$ cat config.mk
export PLATFORM = sky130hd
export DESIGN_NAME = pdp11_trace_buf
export DESIGN_NICKNAME = d
export VERILOG_FILES = /design/src/rtl/pdp11_trace_pkg.sv /design/src/rtl/trace_ram.sv /design/src/rtl/pdp11_trace_buf.sv
export SDC_FILE = /design/constraint.sdc
export NUM_CORES = 2
export LEC_CHECK = 0
export CAP_MARGIN = 20
export CORE_MARGIN = 2
export CORE_UTILIZATION = 60
export CTS_CLUSTER_DIAMETER = 150
export CTS_CLUSTER_SIZE = 25
export DETAILED_ROUTE_END_ITERATION = 10
export HOLD_SLACK_MARGIN = 0.03
export PLACE_DENSITY = 0.73
export SETUP_SLACK_MARGIN = 0.5
export SYNTH_ARGS = -nofsm -noshare
export SYNTH_HDL_FRONTEND = slang
export SYNTH_SLANG_ARGS = --single-unit
$ cat constraint.sdc
create_clock -name clk -period 5.08 [get_ports clk]
set_clock_uncertainty 0.15 [all_clocks]
set_input_delay 0.508 -clock clk [delete_from_list [all_inputs] [get_ports clk]]
set_output_delay 0.508 -clock clk [all_outputs]
set_load 0.02 [all_outputs]
$ cat src/rtl/pdp11_trace_pkg.sv
// Shared definitions for the PDP-11 instruction trace buffer.
// The default istate codes for "instruction fetch" and "halt" live here.
// trace_entry_t is the entry layout at the default widths with the timestamp
// included, for tools and software that decode a dumped buffer.
package pdp11_trace_pkg;

    localparam int unsigned TRACE_FETCH_STATE = 32'd1;
    localparam int unsigned TRACE_HALT_STATE  = 32'd0;

    localparam int unsigned TRACE_DEF_ADDR_W = 32'd16;
    localparam int unsigned TRACE_DEF_PSW_W  = 32'd16;
    localparam int unsigned TRACE_DEF_CYC_W  = 32'd32;

    typedef struct packed {
        logic [TRACE_DEF_ADDR_W-1:0] pc;
        logic [TRACE_DEF_PSW_W-1:0]  psw;
        logic [TRACE_DEF_CYC_W-1:0]  cyc;
    } trace_entry_t;

endpackage

$ cat src/rtl/trace_ram.sv
// Simple dual-port entry storage for the trace buffer: one write port and one
// synchronous read port. A same-cycle read and write of one address returns the
// old contents. This lets a pop on a full buffer see the oldest entry while a
// capture overwrites it.
module trace_ram #(
    parameter int unsigned AW = 32'd6,
    parameter int unsigned DW = 32'd64
) (
    input  logic          clk,
    input  logic          reset,
    input  logic          we,
    input  logic [AW-1:0] waddr,
    input  logic [DW-1:0] wdata,
    input  logic          re,
    input  logic [AW-1:0] raddr,
    output logic [DW-1:0] rdata
);

    logic [DW-1:0] mem_q [0:(2**AW)-1];
    logic [DW-1:0] rdata_q;

    // Write port: the storage array itself is never reset.
    always_ff @(posedge clk) begin
        if (we) begin
            mem_q[waddr] <= wdata;
        end
    end

    // Read port: registered, updated only on a read so popped data is held.
    always_ff @(posedge clk or posedge reset) begin
        if (reset) begin
            rdata_q <= {DW{1'b0}};
        end else if (re) begin
            rdata_q <= mem_q[raddr];
        end
    end

    assign rdata = rdata_q;

endmodule

$ cat src/rtl/pdp11_trace_buf.sv
// PDP-11 instruction trace buffer. It captures {pc, psw, cycle} on every fetch
// into a circular buffer, overwrites the oldest entry when full, and freezes on CPU halt.
// Optional feature macro: PDP11_TRACE_TIMESTAMP_EN. It stores the cycle stamp
// in each entry. Without it, rd_cycle reads as 0.
module pdp11_trace_buf
    import pdp11_trace_pkg::*;
#(
    parameter int unsigned ADDR_W      = 32'd16,
    parameter int unsigned PSW_W       = 32'd16,
    parameter int unsigned IST_W       = 32'd4,
    parameter int unsigned DEPTH_LOG2  = 32'd6,
    parameter int unsigned CYC_W       = 32'd32,
    parameter int unsigned FETCH_STATE = TRACE_FETCH_STATE,
    parameter int unsigned HALT_STATE  = TRACE_HALT_STATE
) (
    input  logic                  clk,
    input  logic                  reset,
    input  logic                  enable,
    input  logic                  clear,
    input  logic [IST_W-1:0]      istate,
    input  logic [ADDR_W-1:0]     pc,
    input  logic [PSW_W-1:0]      psw,
    input  logic                  rd_en,
    output logic                  rd_valid,
    output logic [ADDR_W-1:0]     rd_pc,
    output logic [PSW_W-1:0]      rd_psw,
    output logic [CYC_W-1:0]      rd_cycle,
    output logic [DEPTH_LOG2:0]   count,
    output logic                  overflow,
    output logic                  halted,
    output logic [CYC_W-1:0]      halt_cycle,
    output logic [CYC_W-1:0]      cycle
);

    localparam int unsigned            DEPTH      = 2 ** DEPTH_LOG2;
    localparam logic [DEPTH_LOG2:0]    DEPTH_C    = (DEPTH_LOG2 + 1)'(DEPTH);
    localparam logic [DEPTH_LOG2:0]    CNT_ONE    = (DEPTH_LOG2 + 1)'(1);
    localparam logic [DEPTH_LOG2-1:0]  PTR_ONE    = DEPTH_LOG2'(1);
    localparam logic [CYC_W-1:0]       CYC_ONE    = CYC_W'(1);
    localparam logic [CYC_W-1:0]       CYC_MAX    = {CYC_W{1'b1}};
    localparam logic [IST_W-1:0]       FETCH_CODE = IST_W'(FETCH_STATE);
    localparam logic [IST_W-1:0]       HALT_CODE  = IST_W'(HALT_STATE);

`ifdef PDP11_TRACE_TIMESTAMP_EN
    typedef struct packed {
        logic [ADDR_W-1:0] pc;
        logic [PSW_W-1:0]  psw;
        logic [CYC_W-1:0]  cyc;
    } entry_t;
`else
    typedef struct packed {
        logic [ADDR_W-1:0] pc;
        logic [PSW_W-1:0]  psw;
    } entry_t;
`endif

    localparam int unsigned ENTRY_W = $bits(entry_t);

    logic [CYC_W-1:0]      cycle_q, cycle_d;
    logic [DEPTH_LOG2-1:0] wptr_q, wptr_d;
    logic [DEPTH_LOG2-1:0] rptr_q, rptr_d;
    logic [DEPTH_LOG2:0]   count_q, count_d;
    logic                  overflow_q, overflow_d;
    logic                  halted_q, halted_d;
    logic                  armed_q, armed_d;
    logic [CYC_W-1:0]      halt_cycle_q, halt_cycle_d;
    logic                  rd_valid_q, rd_valid_d;

    logic                  halt_event_s;
    logic                  capture_s;
    logic                  pop_s;
    logic                  full_s;
    logic                  ram_we_s;
    logic                  ram_re_s;
    entry_t                wr_entry_s;
    entry_t                rd_entry_s;
    logic [ENTRY_W-1:0]    ram_rdata_s;

    // Event decode: halt detection, capture qualification and pop acceptance.
    always_comb begin
        halt_event_s = armed_q && !halted_q && (istate == HALT_CODE);
        capture_s    = enable && !halted_q && (istate == FETCH_CODE) && !halt_event_s;
        pop_s        = rd_en && (count_q != {(DEPTH_LOG2 + 1){1'b0}});
        full_s       = (count_q == DEPTH_C);
        ram_we_s     = capture_s && !clear;
        ram_re_s     = pop_s && !clear;
    end

    // Entry assembly for the write port.
    always_comb begin
        wr_entry_s     = '0;
        wr_entry_s.pc  = pc;
        wr_entry_s.psw = psw;
`ifdef PDP11_TRACE_TIMESTAMP_EN
        wr_entry_s.cyc = cycle_q;
`endif
    end

    // Next-state logic. Clear wins over capture and pop. The cycle counter ignores clear.
    always_comb begin
        wptr_d       = wptr_q;
        rptr_d       = rptr_q;
        count_d      = count_q;
        overflow_d   = overflow_q;
        halted_d     = halted_q;
        armed_d      = armed_q;
        halt_cycle_d = halt_cycle_q;
        rd_valid_d   = 1'b0;

        if (cycle_q != CYC_MAX) begin
            cycle_d = cycle_q + CYC_ONE;
        end else begin
            cycle_d = cycle_q;
        end

        if (clear) begin
            wptr_d     = {DEPTH_LOG2{1'b0}};
            rptr_d     = {DEPTH_LOG2{1'b0}};
            count_d    = {(DEPTH_LOG2 + 1){1'b0}};
            overflow_d = 1'b0;
            halted_d   = 1'b0;
            armed_d    = 1'b0;
        end else begin
            rd_valid_d = pop_s;

            if (capture_s) begin
                wptr_d = wptr_q + PTR_ONE;
            end else begin
                wptr_d = wptr_q;
            end

            // A pop and a full-buffer overwrite both retire the oldest entry.
            if (pop_s || (capture_s && full_s)) begin
                rptr_d = rptr_q + PTR_ONE;
            end else begin
                rptr_d = rptr_q;
            end

            if (capture_s && full_s && !pop_s) begin
                overflow_d = 1'b1;
            end else begin
                overflow_d = overflow_q;
            end

            if (capture_s && !pop_s && !full_s) begin
                count_d = count_q + CNT_ONE;
            end else if (pop_s && !capture_s) begin
                count_d = count_q - CNT_ONE;
            end else begin
                count_d = count_q;
            end

            if (istate != HALT_CODE) begin
                armed_d = 1'b1;
            end else begin
                armed_d = armed_q;
            end

            if (halt_event_s) begin
                halted_d     = 1'b1;
                halt_cycle_d = cycle_q;
            end else begin
                halted_d     = halted_q;
                halt_cycle_d = halt_cycle_q;
            end
        end
    end

    // State registers with asynchronous reset.
    always_ff @(posedge clk or posedge reset) begin
        if (reset) begin
            cycle_q      <= {CYC_W{1'b0}};
            wptr_q       <= {DEPTH_LOG2{1'b0}};
            rptr_q       <= {DEPTH_LOG2{1'b0}};
            count_q      <= {(DEPTH_LOG2 + 1){1'b0}};
            overflow_q   <= 1'b0;
            halted_q     <= 1'b0;
            armed_q      <= 1'b0;
            halt_cycle_q <= {CYC_W{1'b0}};
            rd_valid_q   <= 1'b0;
        end else begin
            cycle_q      <= cycle_d;
            wptr_q       <= wptr_d;
            rptr_q       <= rptr_d;
            count_q      <= count_d;
            overflow_q   <= overflow_d;
            halted_q     <= halted_d;
            armed_q      <= armed_d;
            halt_cycle_q <= halt_cycle_d;
            rd_valid_q   <= rd_valid_d;
        end
    end

    trace_ram #(
        .AW (DEPTH_LOG2),
        .DW (ENTRY_W)
    ) u_trace_ram (
        .clk   (clk),
        .reset (reset),
        .we    (ram_we_s),
        .waddr (wptr_q),
        .wdata (wr_entry_s),
        .re    (ram_re_s),
        .raddr (rptr_q),
        .rdata (ram_rdata_s)
    );

    assign rd_entry_s = entry_t'(ram_rdata_s);
    assign rd_valid   = rd_valid_q;
    assign rd_pc      = rd_entry_s.pc;
    assign rd_psw     = rd_entry_s.psw;
`ifdef PDP11_TRACE_TIMESTAMP_EN
    assign rd_cycle   = rd_entry_s.cyc;
`else
    assign rd_cycle   = {CYC_W{1'b0}};
`endif
    assign count      = count_q;
    assign overflow   = overflow_q;
    assign halted     = halted_q;
    assign halt_cycle = halt_cycle_q;
    assign cycle      = cycle_q;

endmodule

==> impl_metrics.ini <==
[clocking]
root_buffer = clkbuf_16
cts_tree = yes
cts_buffers = 96
holdBufCountCts = 0
h-tree-depth = 3
path_clk_slew_ns = 0.10
post_cts_resized = 0
cts_buffer_depth = 3
insertion_delay_ns = 0.76
postCtsSetupRepairBufs = 0
cts.sinks = 2167

[die]
io_pins = 179
die_area_um2 = 142100
rows = 136
fp.coreArea_um2 = 137700
start_util = 0.6061
die_height_um = 376.9
fp.dieW_um = 376.9

[status]
status = finished clean

[placement]
dp_slack_ns = 0.7068
hpwl_mm = 117.9
port-buffer-count = 146
gp_congestion = 0.8653

[drt]
m1WireLength_mm = 77.94
dr.pass1.iters = 5
dr_wl_met3_mm = 17.97
first_iter_violations = 5332
vias = 40480
wire_per_inst_um = 33.02
route.detailed.drc = 0
vias_per_cell = 6.809
drt-total-wl_mm = 196.3
wl_met2_mm = 93.17
ant_nets = 0
highest_layer = met5

[flow_run]
drv_cap = 0

[global_routing]
grt_first_pass_wirelength_mm = 284.0
antenna_found_initial = 6
track_usage = 0.2804
grt_pass1_vias = 39790
grt_max_degree = 93
overflow = 0

[synthesis]
ys_types = 65
yosysWarnings = 0
syn-cell-area_um2 = 83430
yosysSeqAreaShare = 0.7728
synth_top_area_frac = 0.7371
ys_seq_elements = 2167
yosys.area.top_type = edfxtp_1
synth_cells = 3860
synth_edf_count = 2048
synth.area.top_cells = edfxtp_1 (74%), mux4_2 (13%), dfrtp_1 (3.6%)
synth-main-ff-cell = edfxtp_1
synthArstFlopShare = 0.05491
postSynthAreaPerCell_um2 = 21.61

[power_and_ir_drop]
p_leak_nw = 27.85
p_per_area_nw_per_um2 = 382.8
p_total_mw = 34.73
ir_worst_vdd_uv = 257.3

[layout]
nets = 4147
regArea_um2 = 64500
multiInputGateArea_um2 = 18160
num_antenna_cells = 0
area_growth_pct = 8.754
drive_above_1_share = 0.2240
fillerInstances = 8732

[sta]
setup_slack_ns = 1.201
hold_viol = 0
slew_viol_final = 0
fmax_ghz = 0.2578
rsz0062_at_grt = no
setup_tns_ns = 0
finalCriticalPeriod_ns = 3.879
fin_crit_sh = 0.7637
tightest_slew_ns = 1.051
slew_headroom = 0.2937
finalSetupViolCount = 0

[min_path]
hp-class = in2async

[critical_path]
crit_required_ns = 5.57
crit_fanout = 23
critPathCaptureType = flop
crit_arrival_ns = 4.37
critPathLaunchType = flop
critPathKind = reg2reg
## final timing paths
check	startpoint	to	slack, ns	cells after the start
worst max-delay path	rptr_q[0]	u_trace_ram.rdata[26]	1.20	6
worst min-delay path	reset	u_trace_ram.rdata[20]	0.15	2
worst max register to register	rptr_q[0]	u_trace_ram.rdata[26]	1.20	6
worst min register to register	halt_cycle[6]	halt_cycle[6]	0.36	1
max in group asynchronous	reset	u_trace_ram.rdata[7]	3.61	3
min in group clk	psw[15]	u_trace_ram.mem_q[57][15]	0.27	2
## power breakdown
group	leakage, nW	internal [mW]	total, mW	switching (mW)
registers	20.0	19.7	20.1	0.403
logic	6.59	2.76	5.85	3.09
clock network	1.30	3.65	8.81	5.16
## synthesized netlist by cell type, types with 18 or more instances
| master | number |
|---|---|
| dfrtp_1 | 119 |
| buf_1 | 26 |
| nor3_1 | 18 |
| xnor2_1 | 24 |
| mux2_2 | 36 |
| nor2_1 | 113 |
| mux2i_1 | 185 |
| a21oi_1 | 39 |
| a2111oi_0 | 45 |
| nand3_1 | 43 |
| buf_4 | 67 |
| clkbuf_1 | 87 |
| nand2_1 | 86 |
| nor2b_1 | 31 |
| edfxtp_1 | 2048 |
| o21ai_0 | 31 |
| buf_2 | 41 |
| mux4_2 | 473 |
| o22ai_1 | 61 |
| buf_6 | 20 |
| a211oi_1 | 44 |
## metrics by stage
stage	cells	util	hold WS, ns	area [um^2]
final	5945	0.6591	0.1486	90730
after global routing	5945	0.6591	0.2443	90730
after CTS	5942	0.6588	0.1710	90690
after detailed placement	5789	0.6392	0.3422	87990
after global placement	5789	0.6392	0.3362	87990
after floorplan	3891	-	0.3423	83550
## per-layer routing
metal,global-route usage,vias to the layer above
met2,0.4333,2267
met4,0.1027,2
met3,0.03838,266
met5,0,-
li1,-,16450
met1,0.4182,21500
## registers in the layout, indices dropped and copies added (netlist names)
signal             count
halt_cycle            32
cycle                 32
overflow               1
count                  7
rptr_q                 6
wptr_q                 6
u_trace_ram.rdata     32
rd_valid               1
halted                 1
u_trace_ram.mem_q   2048
armed_q                1
## cell families (layout without fill, tap and decap cells)
family | Yosys count | in the layout | share of synthesized area
AOI/OAI and AO/OA | 337 | 337 | 0.02926
xor gates and xnor gates | 40 | 40 | 0.004199
adders and majority gates | 10 | 10 | 0.001590
buffers and inverters | 256 | 516 | 0.01695
DFF | 2167 | 2167 | 0.7728
muxes | 694 | 694 | 0.1547
other | 1 | 32 | 0.00004495
and+or+nand+nor | 355 | 355 | 0.02041
## cells in the final DEF (no fill, tap or decap), types with 16 or more instances in the layout
cell and instances:
a2111oi_0 40, a211oi_1 44, a21oi_1 39, a221o_1 17
a22oi_1 17, buf_12 20, buf_2 32, buf_4 180
clkbuf_1 50, clkbuf_16 99, clkdlybuf4s50_1 114, conb_1 32
dfrtp_1 114, edfxtp_1 2048, mux2_2 36, mux2i_1 185
mux4_2 473, nand2_1 86, nand3_1 43, nor2_1 50
nor2_4 63, nor2b_1 28, nor3_1 17, o21ai_0 31
o22ai_1 61, xnor2_1 24, xor2_1 16
## worst max-delay path: stages, from the launching register on
cell and delay [ns]:
dfrtp_4 0.92, buf_4 0.34, mux4_2 0.53, a22o_1 0.25, a2111oi_1 0.85, a2111oi_0 0.32
a221o_1 0.36
## area by class of cell
| cell class | count | area share |
|---|---|---|
| Inverter | 15 | 0.0006895 |
| Tap cell | 1794 | 0.02474 |
| Multi-Input combinational cell | 1468 | 0.2001 |
| Clock buffer | 149 | 0.02937 |
| Timing Repair Buffer | 348 | 0.03390 |
| Clock inverter | 4 | 0.0003861 |
| Sequential cell | 2167 | 0.7108 |
(Power assumes the default switching activity.)
